File: config.mk
export PLATFORM = sky130hd
export DESIGN_NAME = sram_arbiter
export DESIGN_NICKNAME = d
export VERILOG_FILES = /design/src/rtl/elc3_mem_pkg.sv /design/src/rtl/sram_rr_pick.sv /design/src/rtl/sram_arbiter.sv
export SDC_FILE = /design/constraint.sdc
export NUM_CORES = 1
export LEC_CHECK = 0
export ABC_CLOCK_PERIOD_IN_PS = 1910
export CAP_MARGIN = 30
export CORE_ASPECT_RATIO = 1.4
export CORE_UTILIZATION = 42
export DETAILED_ROUTE_END_ITERATION = 8
export PLACE_DENSITY = 0.81
export SLEW_MARGIN = 20
export SYNTH_ARGS = -nofsm -noshare
export SYNTH_HDL_FRONTEND = slang
export SYNTH_SLANG_ARGS = --single-unit
File: constraint.sdc
create_clock -name Clk -period 1.91 [get_ports Clk]
set_input_delay 0.2865 -clock Clk [delete_from_list [all_inputs] [get_ports Clk]]
set_output_delay 0.2865 -clock Clk [all_outputs]
set_load 0.01 [all_outputs]
File: src/rtl/elc3_mem_pkg.sv
// Shared types and constants for the eLC-3 SRAM memory path.
package elc3_mem_pkg;

  localparam int unsigned SRAM_AW = 20;

  typedef enum logic [1:0] {
    IDLE,
    SETUP,
    ACCESS,
    DONE
  } sram_state_t;

  typedef enum logic {
    GNT_CPU,
    GNT_LDR
  } grant_t;

endpackage

File: src/rtl/sram_rr_pick.sv
// Combinational two-way round-robin picker between the CPU and loader ports.
module sram_rr_pick
  import elc3_mem_pkg::*;
(
  input  logic   cpu_req_i,
  input  logic   ldr_req_i,
  input  grant_t last_i,
  output grant_t gnt_o,
  output logic   valid_o
);

  // On a tie the port that did not win most recently gets the grant.
  always_comb begin
    valid_o = cpu_req_i | ldr_req_i;
    gnt_o   = GNT_CPU;
    if (cpu_req_i && ldr_req_i) begin
      gnt_o = (last_i == GNT_CPU) ? GNT_LDR : GNT_CPU;
    end else if (ldr_req_i) begin
      gnt_o = GNT_LDR;
    end
  end

endmodule

File: src/rtl/sram_arbiter.sv
// Shares one asynchronous SRAM between the CPU port and the loader/debug port.
// Every access runs IDLE -> SETUP -> ACCESS (ACCESS_CYCLES) -> DONE; all pins registered.
module sram_arbiter
  import elc3_mem_pkg::*;
#(
  parameter int unsigned ACCESS_CYCLES = 2
) (
  input  logic               Clk,
  input  logic               Reset,
  input  logic               Cpu_Req,
  input  logic               Cpu_Wr,
  input  logic [15:0]        Cpu_Addr,
  input  logic [15:0]        Cpu_Wdata,
  output logic [15:0]        Cpu_Rdata,
  output logic               Cpu_Ready,
  input  logic               Ldr_Req,
  input  logic               Ldr_Wr,
  input  logic [SRAM_AW-1:0] Ldr_Addr,
  input  logic [15:0]        Ldr_Wdata,
  output logic [15:0]        Ldr_Rdata,
  output logic               Ldr_Ready,
  output logic               SRAM_CE_N,
  output logic               SRAM_OE_N,
  output logic               SRAM_WE_N,
  output logic               SRAM_LB_N,
  output logic               SRAM_UB_N,
  output logic [SRAM_AW-1:0] SRAM_ADDR,
  output logic [15:0]        Dq_Out,
  output logic               Dq_Oe,
  input  logic [15:0]        Dq_In
);

  localparam int unsigned CntW = 4;

  sram_state_t        state_q;
  grant_t             last_gnt_q;   // also identifies the port owning the current access
  logic               wr_q;
  logic [CntW-1:0]    cnt_q;
  logic [15:0]        cpu_rdata_q, ldr_rdata_q;
  logic               cpu_ready_q, ldr_ready_q;
  logic               ce_n_q, oe_n_q, we_n_q, bl_n_q;
  logic [SRAM_AW-1:0] addr_q;
  logic [15:0]        dq_out_q;
  logic               dq_oe_q;

  grant_t             pick_gnt;
  logic               pick_valid;
  logic               sel_wr;
  logic [SRAM_AW-1:0] sel_addr;
  logic [15:0]        sel_wdata;

  sram_rr_pick u_pick (
    .cpu_req_i (Cpu_Req),
    .ldr_req_i (Ldr_Req),
    .last_i    (last_gnt_q),
    .gnt_o     (pick_gnt),
    .valid_o   (pick_valid)
  );

  // Present the winning port's command so IDLE can latch it in one step.
  always_comb begin
    if (pick_gnt == GNT_LDR) begin
      sel_wr    = Ldr_Wr;
      sel_addr  = Ldr_Addr;
      sel_wdata = Ldr_Wdata;
    end else begin
      sel_wr    = Cpu_Wr;
      sel_addr  = SRAM_AW'(Cpu_Addr);
      sel_wdata = Cpu_Wdata;
    end
  end

  // Access sequencer: pin values are set on the edge entering each state.
  always_ff @(posedge Clk) begin
    if (Reset) begin
      state_q     <= IDLE;
      last_gnt_q  <= GNT_LDR;
      wr_q        <= 1'b0;
      cnt_q       <= '0;
      cpu_rdata_q <= '0;
      ldr_rdata_q <= '0;
      cpu_ready_q <= 1'b0;
      ldr_ready_q <= 1'b0;
      ce_n_q      <= 1'b1;
      oe_n_q      <= 1'b1;
      we_n_q      <= 1'b1;
      bl_n_q      <= 1'b1;
      addr_q      <= '0;
      dq_out_q    <= '0;
      dq_oe_q     <= 1'b0;
    end else begin
      cpu_ready_q <= 1'b0;
      ldr_ready_q <= 1'b0;
      unique case (state_q)
        IDLE: begin
          if (pick_valid) begin
            state_q    <= SETUP;
            last_gnt_q <= pick_gnt;
            wr_q       <= sel_wr;
            ce_n_q     <= 1'b0;
            bl_n_q     <= 1'b0;
            addr_q     <= sel_addr;
            oe_n_q     <= sel_wr;
            dq_oe_q    <= sel_wr;
            dq_out_q   <= sel_wr ? sel_wdata : '0;
          end
        end
        SETUP: begin
          state_q <= ACCESS;
          cnt_q   <= CntW'(ACCESS_CYCLES - 1);
          we_n_q  <= ~wr_q;
        end
        ACCESS: begin
          if (cnt_q == '0) begin
            state_q <= DONE;
            we_n_q  <= 1'b1;
            oe_n_q  <= 1'b1;
            if (last_gnt_q == GNT_CPU) begin
              cpu_ready_q <= 1'b1;
              if (!wr_q) cpu_rdata_q <= Dq_In;
            end else begin
              ldr_ready_q <= 1'b1;
              if (!wr_q) ldr_rdata_q <= Dq_In;
            end
          end else begin
            cnt_q <= cnt_q - 1'b1;
          end
        end
        DONE: begin
          state_q  <= IDLE;
          ce_n_q   <= 1'b1;
          oe_n_q   <= 1'b1;
          we_n_q   <= 1'b1;
          bl_n_q   <= 1'b1;
          addr_q   <= '0;
          dq_out_q <= '0;
          dq_oe_q  <= 1'b0;
        end
      endcase
    end
  end

  assign Cpu_Rdata = cpu_rdata_q;
  assign Cpu_Ready = cpu_ready_q;
  assign Ldr_Rdata = ldr_rdata_q;
  assign Ldr_Ready = ldr_ready_q;
  assign SRAM_CE_N = ce_n_q;
  assign SRAM_OE_N = oe_n_q;
  assign SRAM_WE_N = we_n_q;
  assign SRAM_LB_N = bl_n_q;
  assign SRAM_UB_N = bl_n_q;
  assign SRAM_ADDR = addr_q;
  assign Dq_Out    = dq_out_q;
  assign Dq_Oe     = dq_oe_q;

endmodule
==> results.yml <==
setup_path:
  worstPathRequired_ps: 2180
  worstPathMaxFanout: 36
  endpoint_kind: "flip-flop"
  crit_type: "reg -> reg"
  start_kind: "flip-flop"
  cp.arrival_ps: 2050
logic_synthesis:
  synthArstFlopShare_pct: 0
  synth-main-ff-cell: "dfxtp_1"
  synth_edf_count: 0
  synth_cells: 375
  yosysMostFrequentCell: "dfxtp_1"
  seq_area_frac_synth_pct: 44.8
  synth_cell_type_count: 42
  ys_top_cells_by_area: "dfxtp_1, mux2i_1, nand2_1"
  syn_avg_cell_area_um2: 9.78
  ys_top_cells_by_count: "dfxtp_1, mux2i_1, nand2_1"
  syn-cell-area_um2: 3670
  ys_ff_latch: 82
  syn_nets: 471
  synth_top_area_share_pct: 44.8
  ys_warn_count: 0
  synth_top_cell_by_area: "dfxtp_1"
drt:
  drt_wl_total_mm: 10.1
  drc_errors: 0
  num_vias: 3424
  wire_per_inst_um: 15.5
  drt_iter0_drc: 148
  first_pass_iters: 4
  ant_nets: 0
  vias_per_cell: 5.27
sta:
  period_share_pct: 93.2
  setup_viol: 0
  slew_viol_final: 0
  finalHoldViolations: 0
  period_needed_ps: 1780
  fmax_ghz: 0.562
  worst_slew_pin_slew_ps: 405
  relSlewSlack_pct: 73.0
  rsz0062_at_grt: "false"
  finalWorstSetupSlack_ps: 130
  skew_ps: 8.30
final_layout:
  antenna_cells: 0
  num-fill-cells: 695
  layout.nets: 636
  syn_to_final_growth_pct: 58.9
  utilization_pct: 68.5
  layout-drive-gt1-share_pct: 10.6
cts:
  cts_max_level: 3
  clock_latency_ps: 330
  cts.sinks: 82
  cts_buffers: 9
  cts-root-buf: "clkbuf_16"
  clk_pin_slew_worst_paths_ps: 60
  cts_tree: "built"
  cts_buffer_depth: 2
  cts_setup_buffers: 0
worst_hold_path:
  hp-class: "reg -> reg"
grt:
  gr-total-overflow: 0
  antenna_found_initial: 0
  grt_max_degree: 37
  grt_pass1_vias: 3391
  grt_pass1_wl_mm: 16.1
  grt_usage_pct: 23.1
power:
  p_int_mw: 4.52
  seqPwrFrac_pct: 33.7
  power_density_nw_per_um2: 1140
  pwr-share-comb_pct: 38.6
  clock_power_share_pct: 27.8
  switchingPower_mw: 2.10
  swShare_pct: 31.7
  leakage_nw: 2.31
  ir_drop_uv: 824
run_status:
  status: "completed"
floorplan:
  die_h_um: 113
  initial_core_util_pct: 43.1
  design.core.area_um2: 8510
  die_x_um: 81.0
  die-area_um2: 9110
  ios: 166
  row_count: 40
place:
  port_buffers: 165
  gp_congestion: 0.780
  dp_worst_setup_slack_ps: -353
  hpwl_mm: 7.35
flow_run:
  maxCapViolations: 0
-- worst max-delay path, cell delays in order, from the launching register on --
cell and delay [ps]:
dfxtp_1 330, inv_1 80, ha_1 160, buf_4 160, or3b_4 430, a21oi_4 160, buf_12 210, a22o_1 170
-- per-stage QoR --
stage / instance area [um^2] / hold WS (ps) / TNS, ps / total power [mW] / std cells
CTS: 5820 / 461 / 0 / 6.64 / 650
detailed placement: 5490 / 450 / -7520 / 4.77 / 634
finish: 5830 / 457 / 0 / 6.62 / 650
global placement: 5490 / 444 / -6400 / 4.70 / 634
global route: 5830 / 477 / 0 / 6.98 / 650
floorplan: 3670 / 412 / 0 / 3.58 / 375
-- flip-flops by register name, indices dropped and copies added, names as in the netlist --
signal and count:
Cpu_Ready 1, wr_q 1, SRAM_ADDR 20, Ldr_Ready 1
Ldr_Rdata 16, cnt_q 4, SRAM_OE_N 1, Dq_Oe 1
Dq_Out 16, state_q 2, SRAM_WE_N 1, Cpu_Rdata 16
SRAM_LB_N 1, last_gnt_q 1
-- logic make-up after synthesis --
kind of cell	Yosys count	synth area share (%)
mux	51	13.9
flops	82	44.8
fa+ha+maj	6	2.05
simple gates	117	16.8
compound gates	77	16.6
buf+inv	42	5.83
-- metal layers --
| metal | routed length [um] | GRT usage, % | share of wire, % |
|---|---|---|---|
| met5 | 0 | 0 | 0 |
| met4 | 164 | 7.86 | 1.6 |
| met3 | 579 | 5.93 | 5.7 |
| met2 | 5210 | 41.3 | 52 |
| met1 | 4140 | 25.7 | 41 |
-- placed cells by master, fill, tap and decap left out, drive strengths merged, types with 4 or more instances in the layout --
cell type and n:
clkdlybuf4s50 165, dfxtp 82, mux2i 51, nand2 50, buf 24, a22o 19
o2bb2ai 17, nor4 17, nand2b 16, a31o 16, a21oi 12, clkbuf 10
inv 7, o21ai 7, nor2 7, ha 6, clkinv 4
-- worst paths after layout --
check / startpoint / endpoint / slack, ps / cells past startpoint
max: state_q[1]$_SDFFE_PP0P_ / Dq_Out[2]$_SDFFE_PP0P_ / 130 / 7
min: Ldr_Rdata[2]$_SDFFE_PP0P_ / Ldr_Rdata[2]$_SDFFE_PP0P_ / 460 / 2
max reg2reg: state_q[1]$_SDFFE_PP0P_ / Dq_Out[2]$_SDFFE_PP0P_ / 130 / 7
min reg2reg: Ldr_Rdata[2]$_SDFFE_PP0P_ / Ldr_Rdata[2]$_SDFFE_PP0P_ / 460 / 2
-- area by class of cell --
class / count / area, um^2 / share of cell area [%]
inverter: 7 / 26.3 / 0.451
clock buffer: 10 / 239 / 4.10
multi-input combinational: 251 / 1840 / 31.6
clock inverter: 6 / 80.1 / 1.37
timing repair buffer: 189 / 1870 / 32.1
sequential: 82 / 1640 / 28.2
tap: 105 / 131 / 2.25
-- power groups by stage --
stage | sequential (mW) | combinational, mW | clock (mW)
4_1_cts | 2.23 | 2.54 | 1.87
3_3_place_gp | 2.25 | 2.46 | 0
2_1_floorplan | 2.35 | 1.24 | 0
6_report | 2.23 | 2.55 | 1.84
5_1_grt | 2.27 | 2.76 | 1.95
3_5_place_dp | 2.25 | 2.52 | 0
-- what timing repair did --
action	in CTS	in global routing
setup endpoints to repair	17	35
hold buffers	0	0
gates resized for setup	2	5
Power figures use the tool's default switching activity.
